<file path="config.mk">
export PLATFORM = sky130hd
export DESIGN_NAME = fetch_stage
export DESIGN_NICKNAME = d
export VERILOG_FILES = /design/src/rtl/fetch_stage.sv
export SDC_FILE = /design/constraint.sdc
export NUM_CORES = 1
export LEC_CHECK = 0
export ABC_CLOCK_PERIOD_IN_PS = 6200
export BUFFER_PORTS_ARGS = -buffer_cell sky130_fd_sc_hd__clkbuf_2
export CAP_MARGIN = 40
export CELL_PAD_IN_SITES_DETAIL_PLACEMENT = 0
export CELL_PAD_IN_SITES_GLOBAL_PLACEMENT = 1
export CORE_ASPECT_RATIO = 0.7
export CORE_UTILIZATION = 39
export DETAILED_ROUTE_END_ITERATION = 8
export PLACE_DENSITY_LB_ADDON = 0.1
export SYNTH_ARGS = -nofsm -noshare
export SYNTH_HDL_FRONTEND = slang
export SYNTH_SLANG_ARGS = --single-unit
</file>
<file path="constraint.sdc">
create_clock -name clk -period 6.2 [get_ports clk]
set_input_delay 0.62 -clock clk [delete_from_list [all_inputs] [get_ports clk]]
set_output_delay 0.62 -clock clk [all_outputs]
set_load 0.02 [all_outputs]
</file>
<file path="src/rtl/fetch_stage.sv">
// Instruction fetch stage: issues one instruction-memory request at a time,
// buffers the returned word and hands it to the IF/ID register under hazard control.
module fetch_stage #(
  parameter logic [31:0] RESET_PC = 32'h0000_0000
) (
  input  logic        clk,
  input  logic        rst,
  input  logic        StallF,
  input  logic        StallD,
  input  logic        PCSrcD,
  input  logic [31:0] PCBranchD,
  output logic        inst_req,
  output logic [31:0] inst_addr,
  input  logic [31:0] inst_rdata,
  input  logic        inst_data_ok,
  output logic [31:0] PCF,
  output logic [31:0] InstrD,
  output logic [31:0] PCPlus4D,
  output logic        ValidD,
  output logic        FetchBusy
);

  localparam logic [1:0] S_REQ  = 2'd0;
  localparam logic [1:0] S_WAIT = 2'd1;
  localparam logic [1:0] S_FULL = 2'd2;

  logic [1:0]  state, state_n;
  logic        kill, kill_n;
  logic [31:0] pc_n;
  logic [31:0] buffer, buffer_n;
  logic [31:0] pc_plus4;
  logic        redirect;
  logic        deliver;

  // A redirect from decode only counts when decode itself is not stalled.
  assign redirect  = PCSrcD & ~StallD;
  assign deliver   = (state == S_FULL) & ~StallF & ~StallD & ~redirect;
  assign pc_plus4  = PCF + 32'd4;

  assign inst_req  = ~rst & (state == S_REQ);
  assign inst_addr = PCF;
  assign FetchBusy = (state != S_FULL);

  always_comb begin
    // NOTE: every variable gets a default first so no path leaves it unassigned (no latches).
    state_n  = state;
    kill_n   = kill;
    pc_n     = PCF;
    buffer_n = buffer;

    case (state)
      S_REQ: begin
        // The request for the old PC still goes out; a redirect only marks its reply as stale.
        state_n = S_WAIT;
        kill_n  = redirect;
      end
      S_WAIT: begin
        if (inst_data_ok) begin
          if (kill | redirect) begin
            kill_n  = 1'b0;
            state_n = S_REQ;
          end else begin
            buffer_n = inst_rdata;
            state_n  = S_FULL;
          end
        end else if (redirect) begin
          kill_n = 1'b1;
        end
      end
      S_FULL: begin
        if (redirect || deliver) begin
          state_n = S_REQ;
        end
      end
      default: begin
        state_n = S_REQ;
        kill_n  = 1'b0;
      end
    endcase

    if (redirect) begin
      pc_n = PCBranchD;
    end else if (deliver) begin
      pc_n = pc_plus4;
    end
  end

  always_ff @(posedge clk) begin
    // NOTE: state registers use non-blocking assignments so all of them update together at the edge.
    if (rst) begin
      state    <= S_REQ;
      kill     <= 1'b0;
      PCF      <= RESET_PC;
      buffer   <= 32'h0;
      InstrD   <= 32'h0;
      PCPlus4D <= 32'h0;
      ValidD   <= 1'b0;
    end else begin
      state  <= state_n;
      kill   <= kill_n;
      PCF    <= pc_n;
      buffer <= buffer_n;
      // IF/ID holds under StallD; otherwise it takes the delivered word or a bubble.
      if (!StallD) begin
        if (deliver) begin
          InstrD   <= buffer;
          PCPlus4D <= pc_plus4;
          ValidD   <= 1'b1;
        end else begin
          InstrD   <= 32'h0;
          PCPlus4D <= 32'h0;
          ValidD   <= 1'b0;
        end
      end
    end
  end

endmodule

</file>
==> Yosys cells after proc, flatten, opt, wreduce, memory -nomap -nowiden <==
Index checks and enable logic that the tools add are counted.
{ "classes": {"muxes": 13, "addsub": 1, "bitwise": 12, "reduce_logical": 6, "eq_ne": 7} }
{ "ops": {"columns": ["operator", "count"], "rows": [
  ["$mux W32", 4],
  ["$add A32 B3 Y32 const B", 1],
  ["$mux W2", 3],
  ["$ne A3 B3 Y1 const B", 2],
  ["$not A1 Y1", 6],
  ["$pmux W2 S3", 1],
  ["$reduce_and A3 Y1", 2],
  ["$and A1 B1 Y1", 5],
  ["$mux W1", 4],
  ["$ne A2 B2 Y1 const B", 2],
  ["$pmux W1 S3", 1],
  ["$eq A2 B1 Y1 const B", 1],
  ["$eq A2 B2 Y1 const B", 1],
  ["$logic_not A2 Y1", 1],
  ["$ne A2 B1 Y1 const B", 1],
  ["$reduce_and A2 Y1", 1],
  ["$reduce_bool A2 Y1", 1],
  ["$logic_or A1 B1 Y1", 1],
  ["$or A1 B1 Y1", 1]
]} }
{ "word_totals": {"input_bits": 70, "word_cells": 46, "regBits": 132, "out_inout_bits": 131} }

==> Depth between registers and ports, before layout <==
{ "depth": {"ltp_word": 7, "mapped_depth": 10, "ltp_nobuf": 6} }

==> Worst setup path before layout <==
Ideal clock, no wire load.
{ "synth_path": {"path_kind": "in2out", "startpoint": "input port rst", "endpoint": "output port inst_req", "stages": 4, "t_required_ns": 5.580, "setup_slack_ns": 3.958, "n_path_buf": 3, "t_arrival_ns": 1.622, "cell_sequence": "clkbuf_1 -> clkbuf_1 -> clkbuf_1 -> nor3_1"} }
{ "synth_between": {"elab_chain_len": 2} }
{ "synth_lines": {"columns": ["element", "line_no", "source"], "rows": [
  ["from (decl)", "7", "input logic rst,"],
  ["$not A1 Y1", "40", "assign inst_req = ~rst & (state == S_REQ);"],
  ["$and A1 B1 Y1", "40", null],
  ["to (decl)", "12", "output logic inst_req,"]
]} }
Every way passes these cells.

==> Final worst setup path <==
{ "layout_path": {"startpoint": "input port StallD", "endpoint": "register PCF[31]"} }
{ "layout_between": {"elab_chain_len": 5, "elab_cells_between_ends": 7, "cone_classes": "1 x mux; 5 x bitwise; 1 x reduce/logical"} }
{ "layout_lines": {"columns": ["element", "line_no", "source"], "rows": [
  ["from (decl)", "9", "input logic StallD,"],
  ["$not A1 Y1 (*)", "36, 37", null],
  ["$and A1 B1 Y1", "36", "assign redirect = PCSrcD & ~StallD;"],
  ["$not A1 Y1", "37", "assign deliver = (state == S_FULL) & ~StallF & ~StallD & ~redirect;"],
  ["$and A1 B1 Y1", "37", null],
  ["$reduce_bool A2 Y1 (no source line)", null, null],
  ["to (signal assigned)", "101", "PCF <= pc_n;"],
  ["to (decl)", "16", "output logic [31:0] PCF,"]
]} }
Mark *: on every way between the ends. The rest lies on a longest branch, timed or not.
A chain may end at the register's enable or synchronous reset.

==> results.yml <==
floorplan:
  start_util: 0.404
  die_h_um: 103
  io-pin-count: 201
  die_area_um2: 15100
  die_x_um: 146
  core_area_um2: 14100
  num_rows: 36
yosys:
  syn_area_um2: 5680
  synth.area.mux_share: 0
  synth-seq-cells: 132
  synth_top_family_by_area: "simple AND/OR/NAND/NOR gates"
  synth.yosys.warnings: 0
  synth_xor_area_frac: 0.0709
  netlist_instances: 680
  synth_cell_types: 41
  syn_avg_cell_area_um2: 8.35
  postSynth.asyncResetShare: 0
  synthesis.nets: 751
  synth-simple-area-share: 0.213
  synth_edf_count: 0
  ys.flop_type: "dfxtp_1"
  yosys.area_share.adder: 0.00220
  synth_compound_area_frac: 0.165
  yosysSeqAreaShare: 0.465
clocking:
  postCtsHoldBufs: 0
  cts_sinks: 132
  cts_resized: 0
  htreeDepth: 4
  cts_tree: "yes"
  postCtsSetupRepairBufs: 0
  clkLatencyLatePin_ns: 0.42
  clkTransAtPathRegs_ns: 0.06
  root_buffer: "clkbuf_16"
  clk_path_buf_depth: 2
  cts_buffers: 17
grt:
  use_met3: 0.0606
  antenna_found_initial: 0
  grt_use_met1: 0.304
  top_usage_layer: "met2"
  grt_pass1_vias: 4850
  grt_usage: 0.217
  grt_pass1_wl_um: 25300
  globalRouteMet2Util: 0.318
  grt_overflow: 0
  grt_max_degree: 88
drt:
  first_pass_iters: 5
  drc: 0
  wirelength_um: 16000
  vias: 5242
  via_per_inst: 5.13
  ant_nets: 0
  drt-wirelength-per-cell_um: 15.7
  drt-initial-drc-count: 328
setup_path:
  crit_path_max_fanout: 40
  crit_path_max_incr_delay_ns: 0.72
  worstPathArrival_ns: 3.12
  end_kind: "flip-flop"
  cp-start-kind: "input port"
  crit_type: "in -> reg"
  cp_data_required_time_ns: 6.56
  cp_slowest_cell: "or3_1"
  worstPathCellList: "clkbuf_2, buf_12, or3_1, or3_1, or4_1, or3b_1"
  cp_num_buf_inv: 2
  cp_top_family: "simple AND/OR/NAND/NOR gates"
  crit_path_frequent_cell: "or3_1"
cells_and_area:
  syn2layout_area_growth_pct: 26.3
  final_cell_mix: "clkbuf_2 (199), dfxtp_1 (132), nand2_1 (106)"
  drive_gt1_frac: 0.298
  finalNetCount: 890
  layout_commonest_cell: "clkbuf_2"
  utilization: 0.511
  diodes: 0
timing:
  fin_ws_ns: 3.44
  finalCritPeriodShare: 0.446
  hold_ws_ns: 0.419
  hold_viol: 0
  worstMarginPinSlew_ns: 0.918
  rsz0062_at_grt: "no"
  period_minus_slack_ns: 2.76
  relSlewSlack: 0.388
  fin_setup_tns_ns: 0
  setup_violations: 0
  finalMaxSlewViolations: 0
  max_freq_ghz: 0.362
  fin_skew_ns: 0.00736
hold_path:
  hold_class: "in -> reg"
placed_design:
  gp_congestion: 0.815
  dp_hpwl_um: 11000
  pre_cts_slack_ns: 3.00
  io_buffers: 200
pwr:
  ir_drop_mv: 0.160
  power_density_nw_per_um2: 300
  power_mw: 2.15
  p_leak_nw: 2.87
run:
  drv_cap: 0
run_status:
  outcome: "completed"
-- synth_stat cells (5+ instances only) --
cell type,n,area (um^2)
or3_1,6,37.5
a21oi_1,40,200
o22ai_1,5,31.3
buf_2,9,45.0
and4_1,5,43.8
xor2_1,18,158
nand3_1,20,100
nor3_1,14,70.1
xnor2_1,28,245
clkbuf_1,45,169
nor2_1,80,300
nand2_1,106,398
dfxtp_1,132,2640
o21ai_0,23,115
a211oi_1,25,188
buf_4,32,240
nand4_1,16,100
a22oi_1,41,308
-- final cells by class --
class | instances | area [um^2]
clock buffer | 18 | 439
clock inverter | 13 | 180
fill | 1416 | 6880
inverter | 2 | 7.51
multi-input combinational | 458 | 2580
sequential | 132 | 2640
tap | 190 | 238
timing repair buffer | 208 | 1090
-- logic make-up after synthesis --
family,after synthesis
AND/OR/NAND/NOR,266
AO/OA/AOI/OAI,145
flip-flops,132
buffers and inverters,90
XOR/XNOR,46
adder cells (fa/ha/maj),1
-- layer usage --
metal / vias to the layer above / wire length (um)
met5: - / 0
met4: 0 / 195
met3: 15 / 928
met2: 166 / 6910
met1: 2456 / 7980
li1: 2605 / -
-- tightest hold or removal path, stage by stage --
cell and delay, ns:
clkbuf_2 0.08, nand2_1 0.04, a21oi_1 0.05
-- state kept, by name (all words and copies together) (netlist names) --
| name | flops |
|---|---|
| state | 2 |
| PCPlus4D | 32 |
| buffer | 32 |
| kill | 1 |
| InstrD | 32 |
| PCF | 32 |
| ValidD | 1 |
-- worst paths after layout --
check	from	end	slack [ns]	cells after the start
setup / recovery	StallD	PCF[31]	3.44	6
setup reg to reg	state[1]	PCF[31]	3.45	6
hold / removal	inst_rdata[26]	buffer[26]	0.42	3
hold reg to reg	buffer[21]	buffer[21]	0.45	2
-- power by group --
group	switching, mW	total [mW]	internal, mW	leakage, nW
sequential	0.0390	0.912	0.873	1.07
combinational	0.113	0.181	0.0677	1.50
clock	0.381	1.06	0.680	0.298
total	0.533	2.15	1.62	2.87
-- stage by stage --
| stage | area (um^2) | std cells |
|---|---|---|
| 6_report | 7180 | 1021 |
| 3_3_place_gp | 6510 | 987 |
| 3_5_place_dp | 6560 | 990 |
| 2_1_floorplan | 5680 | 680 |
| 4_1_cts | 7180 | 1021 |
| 5_1_grt | 7180 | 1021 |
(Power assumes the default switching activity.)
